### src/rtl/ah_ddr2pl_reader.sv
// ah_ddr2pl_reader: AXI4 read master that streams a DDR ring into the PL.
// Define AH_DDR2PL_RRESP_CHECK_EN to discard and flag non-OKAY read beats.
module ah_ddr2pl_reader #(
  parameter int DATA_WIDTH = 32,
  parameter int BURST_LEN  = 16,
  parameter int FIFO_DEPTH = 64
) (
  input  logic                  clk,
  input  logic                  reset,
  input  logic                  start,
  input  logic                  abort,
  input  logic [31:0]           ddr_addr_low,
  input  logic [31:0]           ddr_addr_high,
  input  logic [31:0]           number_samples,
  output logic                  busy,
  output logic                  intr_done,
  output logic                  intr_error,
  output logic [31:0]           samples_read,
  output logic [31:0]           current_ddr_addr,
  output logic [DATA_WIDTH-1:0] data_out,
  output logic                  data_valid,
  input  logic                  data_ready,
  output logic [31:0]           m_axi_in_araddr,
  output logic [7:0]            m_axi_in_arlen,
  output logic [2:0]            m_axi_in_arsize,
  output logic [1:0]            m_axi_in_arburst,
  output logic                  m_axi_in_arvalid,
  input  logic                  m_axi_in_arready,
  input  logic [DATA_WIDTH-1:0] m_axi_in_rdata,
  input  logic [1:0]            m_axi_in_rresp,
  input  logic                  m_axi_in_rlast,
  input  logic                  m_axi_in_rvalid,
  output logic                  m_axi_in_rready
);

  localparam int NBYTES = DATA_WIDTH / 8;
  localparam int LBYTES = $clog2(NBYTES);
  localparam int AW     = $clog2(FIFO_DEPTH);
  localparam int CW     = AW + 1;

  localparam logic [31:0] BURST_W = 32'(BURST_LEN);
  localparam logic [32:0] SPAN_M1 = 33'(BURST_LEN * NBYTES - 1);
  localparam logic [CW-1:0] DEPTH_W = CW'(FIFO_DEPTH);

  typedef enum logic [2:0] {
    S_IDLE,
    S_ADDR,
    S_DATA,
    S_NEXT,
    S_DONE
  } state_t;

  state_t r_state;

  logic [31:0] r_low;
  logic [31:0] r_high;
  logic [31:0] r_addr;
  logic [31:0] r_remaining;
  logic [31:0] r_beats;
  logic [31:0] r_samples;
  logic        r_busy;
  logic        r_done;
  logic        r_abort;
  logic        r_stop;
  logic [31:0] r_araddr;
  logic [7:0]  r_arlen;
  logic        r_arvalid;
  logic        r_rready;

  logic [DATA_WIDTH-1:0] r_mem [FIFO_DEPTH];
  logic [AW-1:0]         r_wr_ptr;
  logic [AW-1:0]         r_rd_ptr;
  logic [CW-1:0]         r_count;

  logic        w_beat;
  logic        w_err;
  logic        w_push;
  logic        w_pop;
  logic        w_flush;
  logic        w_stop_req;
  logic [31:0] w_free;
  logic [31:0] w_beats;
  logic [31:0] w_next_addr;
  logic [32:0] w_next_end;
  logic        w_wrap;

  assign w_beat = m_axi_in_rvalid && r_rready;

`ifdef AH_DDR2PL_RRESP_CHECK_EN
  logic r_err;

  assign w_err      = w_beat && (m_axi_in_rresp != 2'b00);
  assign intr_error = r_err;
`else
  logic w_unused_rresp;

  assign w_err          = 1'b0;
  assign w_unused_rresp = ^m_axi_in_rresp;
  assign intr_error     = 1'b0;
`endif

  assign w_push     = w_beat && !w_err;
  assign w_pop      = (r_count != '0) && data_ready;
  assign w_stop_req = r_abort || abort;
  assign w_flush    = (r_state == S_DONE) && w_stop_req;

  assign w_free  = 32'(DEPTH_W - r_count);
  assign w_beats = (r_remaining < BURST_W) ? r_remaining : BURST_W;

  assign w_next_addr = r_addr + (r_beats << LBYTES);
  assign w_next_end  = {1'b0, w_next_addr} + SPAN_M1;
  assign w_wrap      = w_next_end > {1'b0, r_high};

  // FIFO storage; pointers restart on reset or flush
  always_ff @(posedge clk) begin
    if (w_push) begin
      r_mem[r_wr_ptr] <= m_axi_in_rdata;
    end
  end

  // FIFO pointers and occupancy
  always_ff @(posedge clk) begin
    if (reset || w_flush) begin
      r_wr_ptr <= '0;
      r_rd_ptr <= '0;
      r_count  <= '0;
    end else begin
      if (w_push) begin
        r_wr_ptr <= r_wr_ptr + AW'(1);
      end
      if (w_pop) begin
        r_rd_ptr <= r_rd_ptr + AW'(1);
      end
      if (w_push && !w_pop) begin
        r_count <= r_count + CW'(1);
      end else if (!w_push && w_pop) begin
        r_count <= r_count - CW'(1);
      end
    end
  end

  // Job sequencing: address phase, data phase, ring step, completion
  always_ff @(posedge clk) begin
    if (reset) begin
      r_state     <= S_IDLE;
      r_low       <= '0;
      r_high      <= '0;
      r_addr      <= '0;
      r_remaining <= '0;
      r_beats     <= '0;
      r_samples   <= '0;
      r_busy      <= 1'b0;
      r_done      <= 1'b0;
      r_abort     <= 1'b0;
      r_stop      <= 1'b0;
      r_araddr    <= '0;
      r_arlen     <= '0;
      r_arvalid   <= 1'b0;
      r_rready    <= 1'b0;
`ifdef AH_DDR2PL_RRESP_CHECK_EN
      r_err       <= 1'b0;
`endif
    end else begin
      r_done <= 1'b0;
      if (abort && (r_state != S_IDLE)) begin
        r_abort <= 1'b1;
      end
`ifdef AH_DDR2PL_RRESP_CHECK_EN
      r_err <= w_err;
      if (w_err) begin
        r_stop <= 1'b1;
      end
`endif
      unique case (r_state)
        S_IDLE: begin
          if (start) begin
            r_low       <= ddr_addr_low;
            r_high      <= ddr_addr_high;
            r_addr      <= ddr_addr_low;
            r_remaining <= number_samples;
            r_samples   <= '0;
            r_busy      <= 1'b1;
            r_abort     <= 1'b0;
            r_stop      <= 1'b0;
            if (number_samples == '0) begin
              r_state <= S_DONE;
            end else begin
              r_state <= S_ADDR;
            end
          end
        end
        S_ADDR: begin
          if (r_arvalid) begin
            if (m_axi_in_arready) begin
              r_arvalid <= 1'b0;
              r_rready  <= 1'b1;
              r_state   <= S_DATA;
            end
          end else if (w_stop_req) begin
            r_state <= S_DONE;
          end else if (w_free >= w_beats) begin
            r_arvalid <= 1'b1;
            r_araddr  <= r_addr;
            r_arlen   <= 8'(w_beats - 32'd1);
            r_beats   <= w_beats;
          end
        end
        S_DATA: begin
          if (w_beat) begin
            r_samples   <= r_samples + 32'd1;
            r_remaining <= r_remaining - 32'd1;
            if (m_axi_in_rlast) begin
              r_rready <= 1'b0;
              if ((r_remaining == 32'd1) || w_stop_req
                  || r_stop || w_err) begin
                r_state <= S_DONE;
              end else begin
                r_state <= S_NEXT;
              end
            end
          end
        end
        S_NEXT: begin
          if (w_wrap) begin
            r_addr <= r_low;
          end else begin
            r_addr <= w_next_addr;
          end
          if (w_stop_req) begin
            r_state <= S_DONE;
          end else begin
            r_state <= S_ADDR;
          end
        end
        S_DONE: begin
          if ((r_count == '0) || w_stop_req) begin
            r_done  <= 1'b1;
            r_busy  <= 1'b0;
            r_state <= S_IDLE;
          end
        end
        default: begin
          r_state <= S_IDLE;
        end
      endcase
    end
  end

  assign busy             = r_busy;
  assign intr_done        = r_done;
  assign samples_read     = r_samples;
  assign current_ddr_addr = r_addr;
  assign data_valid       = (r_count != '0);
  assign data_out         = data_valid ? r_mem[r_rd_ptr] : '0;
  assign m_axi_in_araddr  = r_araddr;
  assign m_axi_in_arlen   = r_arlen;
  assign m_axi_in_arsize  = 3'(LBYTES);
  assign m_axi_in_arburst = 2'b01;
  assign m_axi_in_arvalid = r_arvalid;
  assign m_axi_in_rready  = r_rready;

endmodule
### config.mk
export PLATFORM = sky130hd
export DESIGN_NAME = ah_ddr2pl_reader
export DESIGN_NICKNAME = d
export VERILOG_FILES = /design/src/rtl/ah_ddr2pl_reader.sv
export SDC_FILE = /design/constraint.sdc
export NUM_CORES = 2
export LEC_CHECK = 0
export ABC_AREA = 1
export BUFFER_PORTS_ARGS = -buffer_cell sky130_fd_sc_hd__buf_4
export CAP_MARGIN = 20
export CORE_UTILIZATION = 45
export CTS_CLUSTER_SIZE = 28
export DETAILED_ROUTE_END_ITERATION = 8
export MAX_ROUTING_LAYER = met4
export SYNTH_ARGS = -nofsm -noshare
export SYNTH_HDL_FRONTEND = slang
export SYNTH_SLANG_ARGS = --single-unit
### constraint.sdc
create_clock -name clk -period 7.4 [get_ports clk]
set_clock_uncertainty 0.05 [all_clocks]
set_input_delay 0 -clock clk [delete_from_list [all_inputs] [get_ports clk]]
set_output_delay 0 -clock clk [all_outputs]
set_load 0.01 [all_outputs]
==> results of run 1 <==
==> synth_stat cells, types with 5 or more instances <==
cell         n  area [um2]
nor2_2       9        56.3
dfxtp_1    263        5270
nor2_1    1548        5810
a311oi_1    23         201
a32o_1       5        50.1
xnor2_1      8        70.1
nand3b_1    10        75.1
clkinv_1     5        18.8
nor3_1      52         260
a221oi_1     5        43.8
o21ai_0   1378        6900
nand2_1    755        2830
o31ai_1     14         105
nand2_2     17         106
buf_4        8        60.1
a31oi_1     14        87.6
o21bai_1     8        60.1
o221ai_1    89         780
ha_1       107        1340
xor2_1      47         412
nand3_1    173         866
inv_1      287        1080
o32ai_1     15         131
inv_2        9        33.8
and2_1       6        37.5
o22ai_1    496        3100
a21oi_1    279        1400
clkbuf_1   480        1800
o21ai_1      5        25.0
o211ai_1    13        97.6
edfxtp_1  2048       61500
a211oi_1    15         113
nand4_1     37         231
nor4_1      12        75.1
buf_1       17        63.8
buf_2       31         155
==> metal layers <==
layer and global-route usage:
met3 0.0374, met4 0.0902, met5 -, met2 0.433, met1 0.358
==> timing repair <==
action | in CTS | in global routing
endpoints found under the hold margin | 2232 | 0
hold buffers | 279 | 0
setup endpoints to repair | 0 | 0
==> per-stage QoR <==
step                      cells  hold slack, ps  setup WS, ps  cell area [um2]   util
after global routing      11768            34.2          1440           111000  0.529
after CTS                 11758            2.95          1970           111000  0.529
after detailed placement  11060             228          2010           101000  0.481
after global placement    11059             223          2070           101000  0.481
after floorplan            8372            48.9          2890            95900      -
==> cell families after synthesis <==
family	Yosys count	share of synthesized area
AND/OR/NAND/NOR	2653	0.112
AO/OA/AOI/OAI	2368	0.138
flip-flops	2311	0.697
buffers and inverters	841	0.0341
adder cells (fa/ha/maj)	109	0.0144
XOR/XNOR	57	0.00537
other	2	0.0000784
==> metrics.txt, run 1 <==
outcome=stopped before the end; Stop stage=5_2_route; error msg=[ERROR DRT-0255] Maze Route cannot find path of net samples_read[7] in worker of routeBox ( 434700 386400 ) ( 463395 434700 ).; antenna violations before repair=15; # resized after CTS=0; Port Buffers=276; Die X-Extent=463 um; Longest Clk Path Bufs=3; Post-Syn Area=95800 um2; Top FF cell, synth=edfxtp_1; initial core utilization=0.455; I/O Pins=285; die height=463 um; count of state elements after synthesis=2311; Overall Global Routing Usage=0.271; root buf cell=clkbuf_16; post-CTS setup buffers=0; largest net degree at the start of global routing=156; clock sinks=2311; Post-synth ARST share=0; EDFF count, synth=2048; Cells after Synth=8341; Post-DP HPWL=158000 um; Netlist cell types=64; site row count=168; synth warn=0; TritonCTS Buffers=230; average cell area after synthesis=11.5 um2; sequential share of the synthesized area=0.697; global-route wire length before repair=424000 um; routability cong.=0.899; CTS H-tree lvls=4; vias in the first global route=65177; GRT overflow=0
==> inputs of run 2 (changes only) <==
--- a/config.mk
+++ b/config.mk
@@ -8,10 +8,9 @@
 export ABC_AREA = 1
 export BUFFER_PORTS_ARGS = -buffer_cell sky130_fd_sc_hd__buf_4
 export CAP_MARGIN = 20
-export CORE_UTILIZATION = 45
-export CTS_CLUSTER_SIZE = 28
+export CORE_UTILIZATION = 30
 export DETAILED_ROUTE_END_ITERATION = 8
-export MAX_ROUTING_LAYER = met4
+export PLACE_DENSITY_LB_ADDON = 0.15
 export SYNTH_ARGS = -nofsm -noshare
 export SYNTH_HDL_FRONTEND = slang
 export SYNTH_SLANG_ARGS = --single-unit
==> run 2 against run 1 <==
Effect of this change: the flow now finishes without violations; synthesized cell count unchanged; area after synthesis did not move; global-route usage fell by 7.8 points.
==> metrics.txt, run 2 <==
DR vias/cell=5.17; hold_buf cts=232; per-cell routed wire length=24.4 um; I/O Pins=285; worst skew pair latency=880 ps; die height=567 um; average cell area after synthesis=11.5 um2; largest net degree at the start of global routing=176; antenna violations before repair=16; Post-Syn Area=95800 um2; Cells after Synth=8341; P_int=24.5 mW; Net Sw Frac=0.332; Setup crit end kind=flip-flop; count of state elements after synthesis=2311; worst hold path class=in -> reg; WL final=320000 um; Port Buffers=276; min cycle time layout=5900 ps; Top FF cell, synth=edfxtp_1; Final Hold Vio Count=0; FILL cells=31200; register area=66800 um2; Clk pwr share=0.342; area occupied by multi-input gates=26400 um2; R2R Setup Slk=1500 ps; commonest non-fill, non-tap cell in the layout=edfxtp_1; Pins Over Slew Limit=0; design area=113000 um2; sequential fraction of design power=0.398; site row count=207; Min-Delay Endpoint=r_low[20]; DRC viols=0; synth cell count leaders=2048 x edfxtp_1, 1548 x nor2_1, 1378 x o21ai_0; most frequent cells in the layout=2048 x edfxtp_1, 1488 x nor2_1, 1378 x o21ai_0; via count=67920; TritonCTS Buffers=267; sequential share of the synthesized area=0.697; clock sinks=2311; Netlist cell types=64; share of post-route cells with drive strength above 1=0.103; worst r2r path cells=33; final net count=9002; CTS tree=built; placed inst area=103000 um2; worst relative slew slack=0.279; fmax=0.169 GHz; Overall Global Routing Usage=0.193; routability cong.=0.860; Slew @ Worst Pin=1070 ps; Worst path slowest cell=fa_1; Core ar.=318000 um2; Largest stage delay, worst path=400 ps; post-CTS setup buffers=0; EDFF count, synth=2048; area leader, netlist=edfxtp_1; LEAKAGE=38.4 nW; MaxCap Viol Count=0; final setup TNS=0 ps; max FFs per register=2048; reg-to-reg critical path startpoint=current_ddr_addr[2]; ranking of synthesized cells by area=edfxtp_1 64%, o21ai_0 7.2%, nor2_1 6.1%; Synth-to-Final Area Change=18.4%; drt initial violations=5791; iteration count of the initial detailed-routing pass=5; root buf cell=clkbuf_16; CTS H-tree lvls=5; maximum vdd drop=0.292 mV; Post-synth ARST share=0; # resized after CTS=0; PD cells=323 nW/um2; Comb pwr share=0.259; cell mode on critical path=nand2_1; Setup crit start kind=flip-flop; synth warn=0; Longest Clk Path Bufs=4; die area=322000 um2; Period Utilization, post-route=0.798; RSZ-0062 raised after global routing=no; initial core utilization=0.301; vias in the first global route=65507; Worst EP arrival=6580 ps; P_sw=12.2 mW; crit-path max FO=33; outcome=completed; GRT overflow=0; Clk pin slew, worst setup/hold paths=60 ps; global-route wire length before repair=460000 um; count leader, synth=edfxtp_1; ANT nets after route=0; top cell type's share of synthesized area=0.642; register bank with the most flops=r_mem; final setup vio count=0; Die X-Extent=567 um; Worst Path Required=8080 ps; Post-DP HPWL=172000 um; Worst Min Path Start=ddr_addr_low[20]; hold depth=4; crit path kind=reg -> reg; reg-to-reg critical path endpoint=current_ddr_addr[1]
-- run 2: cell counts after synthesis --
Identical to the previous run, type by type.
-- run 2: worst max-delay path, delay by kind of cell (launching register included) --
family	cells	cell delay, ps
adder cells (fa/ha/maj)	3	960
AND/OR/NAND/NOR	22	2680
buffers and inverters	3	590
flip-flops	1	390
XOR/XNOR	1	220
AO/OA/AOI/OAI	4	870
-- run 2: logic make-up (layout without fill, tap and decap cells) --
| family | count (synthesis) | count (layout) | share of synthesized area |
|---|---|---|---|
| AOI/OAI and AO/OA | 2368 | 2368 | 0.138 |
| xor gates and xnor gates | 57 | 57 | 0.00537 |
| adders and majority gates | 109 | 109 | 0.0144 |
| buffers and inverters | 841 | 1414 | 0.0341 |
| DFF | 2311 | 2311 | 0.697 |
| other | 2 | 43 | 0.0000784 |
| and+or+nand+nor | 2653 | 2653 | 0.112 |
-- run 2: layout make-up --
type	count	area share
flip-flops and latches	2311	0.589
multi-input cells	5220	0.233
clock buffers	334	0.0625
repair buffers	654	0.0507
well taps	4180	0.0461
inverters	301	0.0102
clock inverters	125	0.00880
diodes	10	0.000221
-- run 2: per-layer routing --
metal  GRT usage  share of wire  vias up  routed length (um)
li1            -              -    31136                   -
met4      0.0504          0.025        2                7970
met5           0       0.000041        -                  13
met3      0.0302          0.056      429               18000
met1       0.269           0.46    34348              147000
met2       0.311           0.46     2005              147000
-- run 2: worst max-delay path by stage --
| stage | from | endpoint | slack [ps] |
|---|---|---|---|
| floorplan | current_ddr_addr[2] | current_ddr_addr[31] | 2890 |
| global placement | current_ddr_addr[2] | current_ddr_addr[0] | 1530 |
| detailed placement | current_ddr_addr[2] | current_ddr_addr[1] | 1570 |
| CTS | current_ddr_addr[2] | current_ddr_addr[1] | 1560 |
| global route | current_ddr_addr[2] | current_ddr_addr[1] | 990 |
| finish | current_ddr_addr[2] | current_ddr_addr[1] | 1500 |
-- run 2: per-stage QoR --
step / worst slack [ps] / hold WS (ps) / instances / utilization / total power [mW]
2_1_floorplan: 2890 / 48.9 / 8372 / - / 20.6
3_3_place_gp: 1530 / 221 / 12431 / 0.324 / 24.2
3_5_place_dp: 1570 / 225 / 12431 / 0.324 / 24.3
4_1_cts: 1560 / 3.77 / 13122 / 0.357 / 37.0
5_1_grt: 987 / 44.4 / 13126 / 0.357 / 38.5
6_report: 1500 / 19.6 / 13135 / 0.357 / 36.7
-- run 2: power groups by stage --
stage,registers [mW],logic (mW),clock network (mW)
floorplan,14.8,5.79,0
global placement,14.9,9.33,0
detailed placement,14.9,9.42,0
CTS,14.6,9.56,12.9
global route,14.6,10.5,13.3
finish,14.6,9.51,12.5
Note: power is estimated with default switching activity, not from simulation.
